`config.mk`:
```
export PLATFORM = sky130hd
export DESIGN_NAME = cpu_run_ctrl
export DESIGN_NICKNAME = d
export VERILOG_FILES = /design/src/rtl/cpu_run_ctrl.sv
export SDC_FILE = /design/constraint.sdc
export NUM_CORES = 1
export LEC_CHECK = 0
export CAP_MARGIN = 30
export CORE_MARGIN = 1
export CORE_UTILIZATION = 40
export DETAILED_ROUTE_END_ITERATION = 7
export GPL_TIMING_DRIVEN = 0
export PLACE_DENSITY = 0.76
export SYNTH_ARGS = -nofsm -noshare
export SYNTH_HDL_FRONTEND = slang
export SYNTH_SLANG_ARGS = --single-unit
export TNS_END_PERCENT = 30
```
`constraint.sdc`:
```
create_clock -name clk -period 2 [get_ports clk]
set_input_delay 0.4 -clock clk [delete_from_list [all_inputs] [get_ports clk]]
set_output_delay 0.4 -clock clk [all_outputs]
set_load 0.02 [all_outputs]
```
`src/rtl/cpu_run_ctrl.sv`:
```
`default_nettype none
// ============================================================================
//  Module      : cpu_run_ctrl
//  Description : Run sequencer for the single-cycle rv32is core.
//                - While the core is idle, the host loads program words into
//                  instruction memory through a valid/ready write port.
//                - A start command holds the core in reset for RST_HOLD cycles
//                  and then releases it.
//                - During the run, the block counts cycles and retired
//                  instructions.
//                - The run ends when the core reports done or the optional
//                  cycle budget is exhausted. The host may also abort it.
//  Ports       :
//    clk, rst                 clock, synchronous active-high reset
//    host_wvalid/host_wready  host program-word write handshake
//    host_waddr/host_wdata    word address / instruction word
//    host_start, host_abort   run control (start is level-sampled)
//    imem_we/waddr/wdata      registered instruction-memory write port
//    cpu_rst                  reset to the core (low only while running)
//    cpu_done, cpu_wb         core done flag / retire strobe
//    cpu_dbg_pc               core program counter for capture
//    state                    0 IDLE, 1 HOLD, 2 RUN, 3 DONE, 4 TIMEOUT
//    cycle_count              RUN cycles elapsed (saturating)
//    retired_count            instructions retired during RUN
//    final_pc                 pc captured at done / timeout
//    finished                 one-cycle pulse on entry to DONE or TIMEOUT
//  Revision    : 1.0  initial release
// ============================================================================
module cpu_run_ctrl #(
  parameter int ADDR_W     = 10,
  parameter int RST_HOLD   = 2,
  parameter int MAX_CYCLES = 0
) (
  input  logic              clk,
  input  logic              rst,
  input  logic              host_wvalid,
  output logic              host_wready,
  input  logic [ADDR_W-1:0] host_waddr,
  input  logic [31:0]       host_wdata,
  input  logic              host_start,
  input  logic              host_abort,
  output logic              imem_we,
  output logic [ADDR_W-1:0] imem_waddr,
  output logic [31:0]       imem_wdata,
  output logic              cpu_rst,
  input  logic              cpu_done,
  input  logic              cpu_wb,
  input  logic [31:0]       cpu_dbg_pc,
  output logic [2:0]        state,
  output logic [31:0]       cycle_count,
  output logic [31:0]       retired_count,
  output logic [31:0]       final_pc,
  output logic              finished
);

  typedef enum logic [2:0] {
    S_IDLE    = 3'd0,
    S_HOLD    = 3'd1,
    S_RUN     = 3'd2,
    S_DONE    = 3'd3,
    S_TIMEOUT = 3'd4
  } state_t;

  // Hold counter runs 0 .. RST_HOLD-1; a 1-bit counter suffices for RST_HOLD<=2.
  localparam int                   c_HOLD_W     = (RST_HOLD > 1) ? $clog2(RST_HOLD) : 1;
  localparam logic [c_HOLD_W-1:0]  c_HOLD_LAST  = c_HOLD_W'(RST_HOLD - 1);
  localparam logic [c_HOLD_W-1:0]  c_HOLD_ONE   = c_HOLD_W'(1);
  localparam logic                 c_TIMEOUT_EN = (MAX_CYCLES != 0);
  // Timeout fires on the RUN cycle whose pre-increment count is MAX_CYCLES-1,
  // so the count reads exactly MAX_CYCLES once TIMEOUT is entered.
  localparam logic [31:0]          c_TIMEOUT_AT = 32'(MAX_CYCLES - 1);
  localparam logic [31:0]          c_CNT_MAX    = 32'hFFFF_FFFF;

  state_t              r_state;
  logic [c_HOLD_W-1:0] r_hold_cnt;
  logic                r_cpu_rst;
  logic [31:0]         r_cycle_count;
  logic [31:0]         r_retired_count;
  logic [31:0]         r_final_pc;
  logic                r_finished;
  logic                r_imem_we;
  logic [ADDR_W-1:0]   r_imem_waddr;
  logic [31:0]         r_imem_wdata;

  logic                w_idle_like;
  logic                w_wr_accept;
  logic                w_timeout_hit;
  logic [31:0]         w_cycle_next;

  // Writes are only taken while the core is parked, and never in the same
  // cycle as a start, so a program word cannot race the reset release.
  assign w_idle_like   = (r_state == S_IDLE) || (r_state == S_DONE) ||
                         (r_state == S_TIMEOUT);
  assign host_wready   = w_idle_like && !host_start;
  assign w_wr_accept   = host_wvalid && host_wready;

  assign w_timeout_hit = c_TIMEOUT_EN && (r_cycle_count == c_TIMEOUT_AT);
  assign w_cycle_next  = (r_cycle_count == c_CNT_MAX) ? r_cycle_count
                                                      : r_cycle_count + 32'd1;

  // --------------------------------------------------------------------------
  // Instruction-memory write port: one registered beat per accepted request.
  // Address/data hold their last value when no write is in flight.
  // --------------------------------------------------------------------------
  always_ff @(posedge clk) begin
    if (rst) begin
      r_imem_we    <= 1'b0;
      r_imem_waddr <= '0;
      r_imem_wdata <= 32'd0;
    end else begin
      r_imem_we <= w_wr_accept;
      if (w_wr_accept) begin
        r_imem_waddr <= host_waddr;
        r_imem_wdata <= host_wdata;
      end
    end
  end

  // --------------------------------------------------------------------------
  // Run sequencer with registered outputs.
  // --------------------------------------------------------------------------
  always_ff @(posedge clk) begin
    if (rst) begin
      r_state         <= S_IDLE;
      r_hold_cnt      <= '0;
      r_cpu_rst       <= 1'b1;
      r_cycle_count   <= 32'd0;
      r_retired_count <= 32'd0;
      r_final_pc      <= 32'd0;
      r_finished      <= 1'b0;
    end else begin
      r_finished <= 1'b0;
      case (r_state)
        S_IDLE, S_DONE, S_TIMEOUT: begin
          if (host_start) begin
            r_state         <= S_HOLD;
            r_hold_cnt      <= '0;
            r_cpu_rst       <= 1'b1;
            r_cycle_count   <= 32'd0;
            r_retired_count <= 32'd0;
            r_final_pc      <= 32'd0;
          end
        end

        S_HOLD: begin
          if (host_abort) begin
            r_state   <= S_IDLE;
            r_cpu_rst <= 1'b1;
          end else if (r_hold_cnt == c_HOLD_LAST) begin
            // Drop the core reset together with the state change so the core
            // is out of reset on the very first RUN cycle.
            r_state   <= S_RUN;
            r_cpu_rst <= 1'b0;
          end else begin
            r_hold_cnt <= r_hold_cnt + c_HOLD_ONE;
          end
        end

        S_RUN: begin
          // Abort wins over done/timeout and freezes the counters as they are.
          if (host_abort) begin
            r_state   <= S_IDLE;
            r_cpu_rst <= 1'b1;
          end else begin
            r_cycle_count <= w_cycle_next;
            // The retire strobe in the done cycle belongs to the halting
            // instruction and is not counted.
            if (cpu_wb && !cpu_done) begin
              r_retired_count <= r_retired_count + 32'd1;
            end
            if (cpu_done) begin
              r_state    <= S_DONE;
              r_final_pc <= cpu_dbg_pc;
              r_finished <= 1'b1;
              r_cpu_rst  <= 1'b1;
            end else if (w_timeout_hit) begin
              r_state    <= S_TIMEOUT;
              r_final_pc <= cpu_dbg_pc;
              r_finished <= 1'b1;
              r_cpu_rst  <= 1'b1;
            end
          end
        end

        default: begin
          r_state   <= S_IDLE;
          r_cpu_rst <= 1'b1;
        end
      endcase
    end
  end

  assign imem_we       = r_imem_we;
  assign imem_waddr    = r_imem_waddr;
  assign imem_wdata    = r_imem_wdata;
  assign cpu_rst       = r_cpu_rst;
  assign state         = r_state;
  assign cycle_count   = r_cycle_count;
  assign retired_count = r_retired_count;
  assign final_pc      = r_final_pc;
  assign finished      = r_finished;

endmodule
`default_nettype wire

```
# After elaboration in Yosys (flattened, before gate mapping)
# Index checks and enable logic that the tools add are counted.
dict set report totals {
  reg_bits 145
  out_inout_bits 145
}
dict set report op_classes {
  muxes 27
  eq_ne 13
  bitwise 1
  n_addsub 3
  reduce_logical 17
}
# operator count
set op_table {}
lappend op_table {{$mux W32} 7}
lappend op_table {{$pmux W32 S2} 3}
lappend op_table {{$add A32 B1 Y32 const B} 2}
lappend op_table {{$eq A32 B32 Y1 const B} 1}
lappend op_table {{$mux W3} 5}
lappend op_table {{$ne A2 B2 Y1 const B} 6}
lappend op_table {{$reduce_and A4 Y1} 3}
lappend op_table {{$mux W1} 9}
lappend op_table {{$pmux W3 S3} 1}
lappend op_table {{$eq A3 B2 Y1 const B} 2}
lappend op_table {{$ne A3 B3 Y1 const B} 2}
lappend op_table {{$reduce_and A3 Y1} 2}
lappend op_table {{$reduce_or A3 Y1} 2}
lappend op_table {{$reduce_bool A2 Y1} 2}
lappend op_table {{$eq A3 B1 Y1 const B} 1}
lappend op_table {{$eq A3 B3 Y1 const B} 1}
lappend op_table {{$logic_and A1 B1 Y1} 3}
lappend op_table {{$logic_not A3 Y1} 1}
lappend op_table {{$pmux W1 S3} 1}
lappend op_table {{$logic_not A1 Y1} 2}
lappend op_table {{$logic_or A1 B1 Y1} 2}
lappend op_table {{$pmux W1 S2} 1}
lappend op_table {{$add A1 B1 Y1 const B} 1}
lappend op_table {{$not A1 Y1} 1}

# Logic depth before layout (Yosys ltp)
dict set report depth {
  depth_word 5
  mapped_depth 10
  ltp_nobuf 7
}

# Worst setup path before layout
# No wires, ideal clock.
dict set report synth_timing {
  kind {reg2reg}
  startpoint {register r_state[1], in the netlist state[1]}
  endpoint {register r_final_pc[21], in the netlist final_pc[21]}
  arrival_ps 2202
  period_less_slack_ps 2272
  path_buffers 3
  stages_incl_launch_ff 10
  required_ps 1930
  slack_ps -272
  setup_ps 70
  path_cell_list {dfxtp_1 ha_1 clkbuf_1 mux2i_1 a21o_1 clkbuf_1 a21oi_1 clkbuf_1 nand3_1 a21oi_1}
}
dict set report synth_via {
  elab_chain_cells 4
  word_cells_on_any_way 11
  cone_classes {eq/ne: 6; mux: 1; reduce/logical: 4}
}
# item line_no
set synth_lines {}
lappend synth_lines {{from (decl)} 74} ;# state_t r_state;
lappend synth_lines {{from (signal assigned)} 124} ;# r_state <= S_IDLE;
lappend synth_lines {{from (signal assigned)} 136} ;# r_state <= S_HOLD;
lappend synth_lines {{from (signal assigned)} 147} ;# r_state <= S_IDLE;
lappend synth_lines {{$eq A3 B2 Y1 (tied with other cells)} 133} ;# case (r_state)
lappend synth_lines {{$reduce_or A3 Y1} 133}
lappend synth_lines {{$ne A2 B2 Y1 (no line) or $reduce_bool A2 Y1 (tied branches)} -}
lappend synth_lines {{$reduce_and A4 Y1 (no line)} -}
lappend synth_lines {{to (signal assigned)} 173} ;# r_final_pc <= cpu_dbg_pc;
lappend synth_lines {{to (signal assigned)} 178} ;# r_final_pc <= cpu_dbg_pc;
lappend synth_lines {{to (decl)} 79} ;# logic [31:0] r_final_pc;
# Several ways; a longest one is shown, not always the timed one.
# A chain may end at the register's enable or synchronous reset.

# Final worst setup path
dict set report layout_timing {
  startpoint {register r_state[1], in the netlist state[1]}
  endpoint {register r_retired_count[31], in the netlist retired_count[31]}
}
dict set report layout_via {
  elab_chain_cells 4
  word_cells_on_any_way 11
  cone_classes {eq/ne: 6; mux: 1; reduce/logical: 4}
}
# item line_no
set layout_lines {}
lappend layout_lines {{$eq A3 B2 Y1 (tied with other cells)} 133}
lappend layout_lines {{$reduce_or A3 Y1} 133}
lappend layout_lines {{$ne A2 B2 Y1 (no line) or $reduce_bool A2 Y1 (tied branches)} -}
lappend layout_lines {{$reduce_and A4 Y1 (no line)} -}
lappend layout_lines {{to (signal assigned)} 169} ;# r_retired_count <= r_retired_count + 32'd1;
lappend layout_lines {{to (decl)} 78} ;# logic [31:0] r_retired_count;
# Several ways; a longest one is shown, not always the timed one.

==> key figures <==
Timing
  – Min Hold Slack: 433 ps
  – Max Clock Freq: about 510 MHz
  – Fin. Hold Viols: 0
  – Slew HR: 0.505
  – Fraction of the cycle the final worst path needs: 0.989
  – Final Max Tran Viols: 0
  – Unrepaired setup endpoints after global routing: true
  – TNS Setup: 0 ps
  – Setup ws final: 21.7 ps
  – Fin crit period: 1980 ps
  – Clock skew: 8.14 ps
  – Slew at the pin closest to its max-slew limit: approximately 740 ps
  – Setup-failing EPs final: 0

Worst setup path
  – Worst setup SP type: register
  – R2R Setup Slk: 20 ps
  – CP peak stage delay: 340 ps
  – Crit-path cells: ha_4, mux2i_4, buf_6, a211oi_4, buf_6, nand3_2, or3_4, a21oi_2
  – WP data arrival: 2330 ps
  – Critical Path Sink Type: register
  – Crit path max fanout: 4
  – WS Path Type: reg2reg
  – Worst endpoint required time: 2350 ps
  – Slowest-stage cell, CP: dfxtp_2
  – Top cell by count, worst path: buf_6

Synth
  – Sequential share of the synthesized area: 0.465
  – Post-synth top cells: 154 x nand2_1, 144 x dfxtp_1, 101 x a21oi_1, 63 x nand3_1, 52 x nor2_1
  – Ranking of synthesized cells by area: dfxtp_1 47%, nand2_1 9.3%, a21oi_1 8.2%, nand3_1 5.1%, xor2_1 3.5%
  – Yosys reg bits: 144
  – Yosys cell types: 53
  – Net Count, Synth: 849
  – Mean Syn Cell Area: 8.11 um^2
  – Yosys warns: 0
  – Synth Instances: 764
  – Share of the synthesized area in the top cell type: 0.465
  – Largest area contributor in the netlist: dfxtp_1
  – Top-count cell post-synth: nand2_1
  – Cell Area, Synth: 6190 um^2
  – EDFF count, synth: 0
  – Async SR Flop Fraction: 0
  – Ys flop type: dfxtp_1

CTS
  – Hold Buf Count CTS: 0
  – Cts bufs inserted: 17
  – Clk_lat worst skew: 420 ps
  – CTS clock-pin slew for the worst setup and hold paths: about 60 ps
  – CTS sink count: 144
  – TritonCTS clock tree: yes
  – Htree depth: 4
  – Clk root buf: clkbuf_16
  – Longest Clk Path Bufs: 2

Finish
  – Finished Cell Area: between 10000 and 15000 um^2
  – Fin nets: ~1.1k
  – Area delta synth->final: 62.0%
  – FILL cells: around 1.2k
  – Storage element area: between 2000 and 3000 um^2
  – Final Non-Filler Cells: 1238
  – # diodes: 0
  – Final Core Density: 0.663
  – Fraction of layout cells with a size suffix above 1: 0.159
  – Multi-input gate area: 3360 um^2

Die
  – # rows: 45
  – Die W: 126 um
  – Core area: ~15000 um^2
  – Die area: approximately 16000 um^2
  – Io pins: 226
  – Initial core utilization: 0.409
  – DIE HEIGHT: 126 um

Detailed routing
  – Antenna-violating nets left: 0
  – Drt first-iter violations: between 400 and 500
  – DR pass1 iterations: 5
  – Post-route DRC violation count: 0
  – WL/cell: 17.5 um
  – Vias per cell: around 5.4
  – Via count: 6741
  – Post-Route WL: 21600 um

Power
  – Leakage power total: about 3.5 nW
  – P per Cell Area: roughly 960 nW/um^2
  – Final total power: 9.62 mW
  – Peak supply drop: 0.000631 V

Place
  – Placed wire-length estimate: 14600 um
  – DP Area: 8720 um^2
  – Cell Count Post-Placement: 1176
  – Pre-CTS setup slack: -973 ps
  – Port-buffer cells: 223
  – RD Place Congestion: approximately 0.85

Global routing
  – Largest net degree at the start of global routing: 17
  – Initial antenna violation count: 0
  – Vias in the first global route: 6014
  – First-pass GRT wire length: 32400 um
  – Gr usage total: 0.257
  – Grt total ovfl: 0

Outcome
  – Status: completed

Min path
  – Worst min path class: in2reg

Flow run
  – Max-cap violations: 0
## layout make-up
type / count / share of cell area
multi-input cells: 556 / 0.335
flip-flops and latches: 144 / 0.293
repair buffers: 258 / 0.251
clock buffers: 23 / 0.0486
plain buffers: 46 / 0.0253
well taps: 188 / 0.0234
clock inverters: 9 / 0.0176
inverters: 14 / 0.00536
## where the power goes
group | leakage (nW) | switching, mW | internal, mW
Clock | 0.324 | 1.23 | 2.35
Sequential | 1.18 | 0.107 | 3.04
Combinational | 1.97 | 1.77 | 1.13
Total | 3.47 | 3.11 | 6.52
## sequential cells by signal, indices dropped and copies added (netlist names)
name,cells
finished,1
state,2
retired_count,32
imem_we,1
cycle_count,32
imem_wdata,32
cpu_rst,1
r_hold_cnt,1
final_pc,32
imem_waddr,10
## critical path: cells and delay by family, from the launching register on
family / cells / cell delay [ps]
and+or+nand+nor: 2 / 430
AOI/OAI and AO/OA: 2 / 370
DFF: 1 / 340
buffers and inverters: 2 / 300
adders and majority gates: 1 / 270
muxes: 1 / 210
## final timing paths
path / start / end / depth (start not counted)
max: state[1] / retired_count[31] / 8
min: cpu_done / finished / 3
max reg2reg: state[1] / retired_count[31] / 8
min reg2reg: final_pc[7] / final_pc[7] / 2
## layout by cell type (no fill, tap or decap), types with 11 or more instances in the layout
master	n
a21oi_1	98
clkbuf_16	18
buf_4	34
dfxtp_4	11
nand3_1	56
nand4_1	23
clkbuf_1	24
dfxtp_1	118
nor2_1	50
dfxtp_2	15
nand2_1	154
xor2_1	25
clkdlybuf4s50_1	220
inv_1	11
## metal layers
| layer | share of wire | vias up | GRT usage |
|---|---|---|---|
| met5 | 0 | - | 0 |
| met4 | 0.014 | 0 | 0.0886 |
| met3 | 0.092 | 30 | 0.0789 |
| met2 | 0.50 | 346 | 0.434 |
| met1 | 0.40 | 3118 | 0.310 |
| li1 | - | 3247 | - |
## cells by family after synthesis
logic type / count (synthesis) / share of synthesized area
AO/OA/AOI/OAI: 164 / 0.163
adder cells (fa/ha/maj): 4 / 0.00808
other: 1 / 0.000605
buffers and inverters: 64 / 0.0414
multiplexers: 4 / 0.00646
AND/OR/NAND/NOR: 354 / 0.274
flip-flops: 144 / 0.465
XOR/XNOR: 29 / 0.0410
## repair_timing
action / 4_1_cts / 5_1_grt
setup buffers: 20 / 12
gates resized for setup: 70 / 57
cloned: 1 / 1
pin swaps: 10 / 13
endpoints found under the setup margin: 137 / 109
Note: power is estimated with default switching activity, not from simulation.
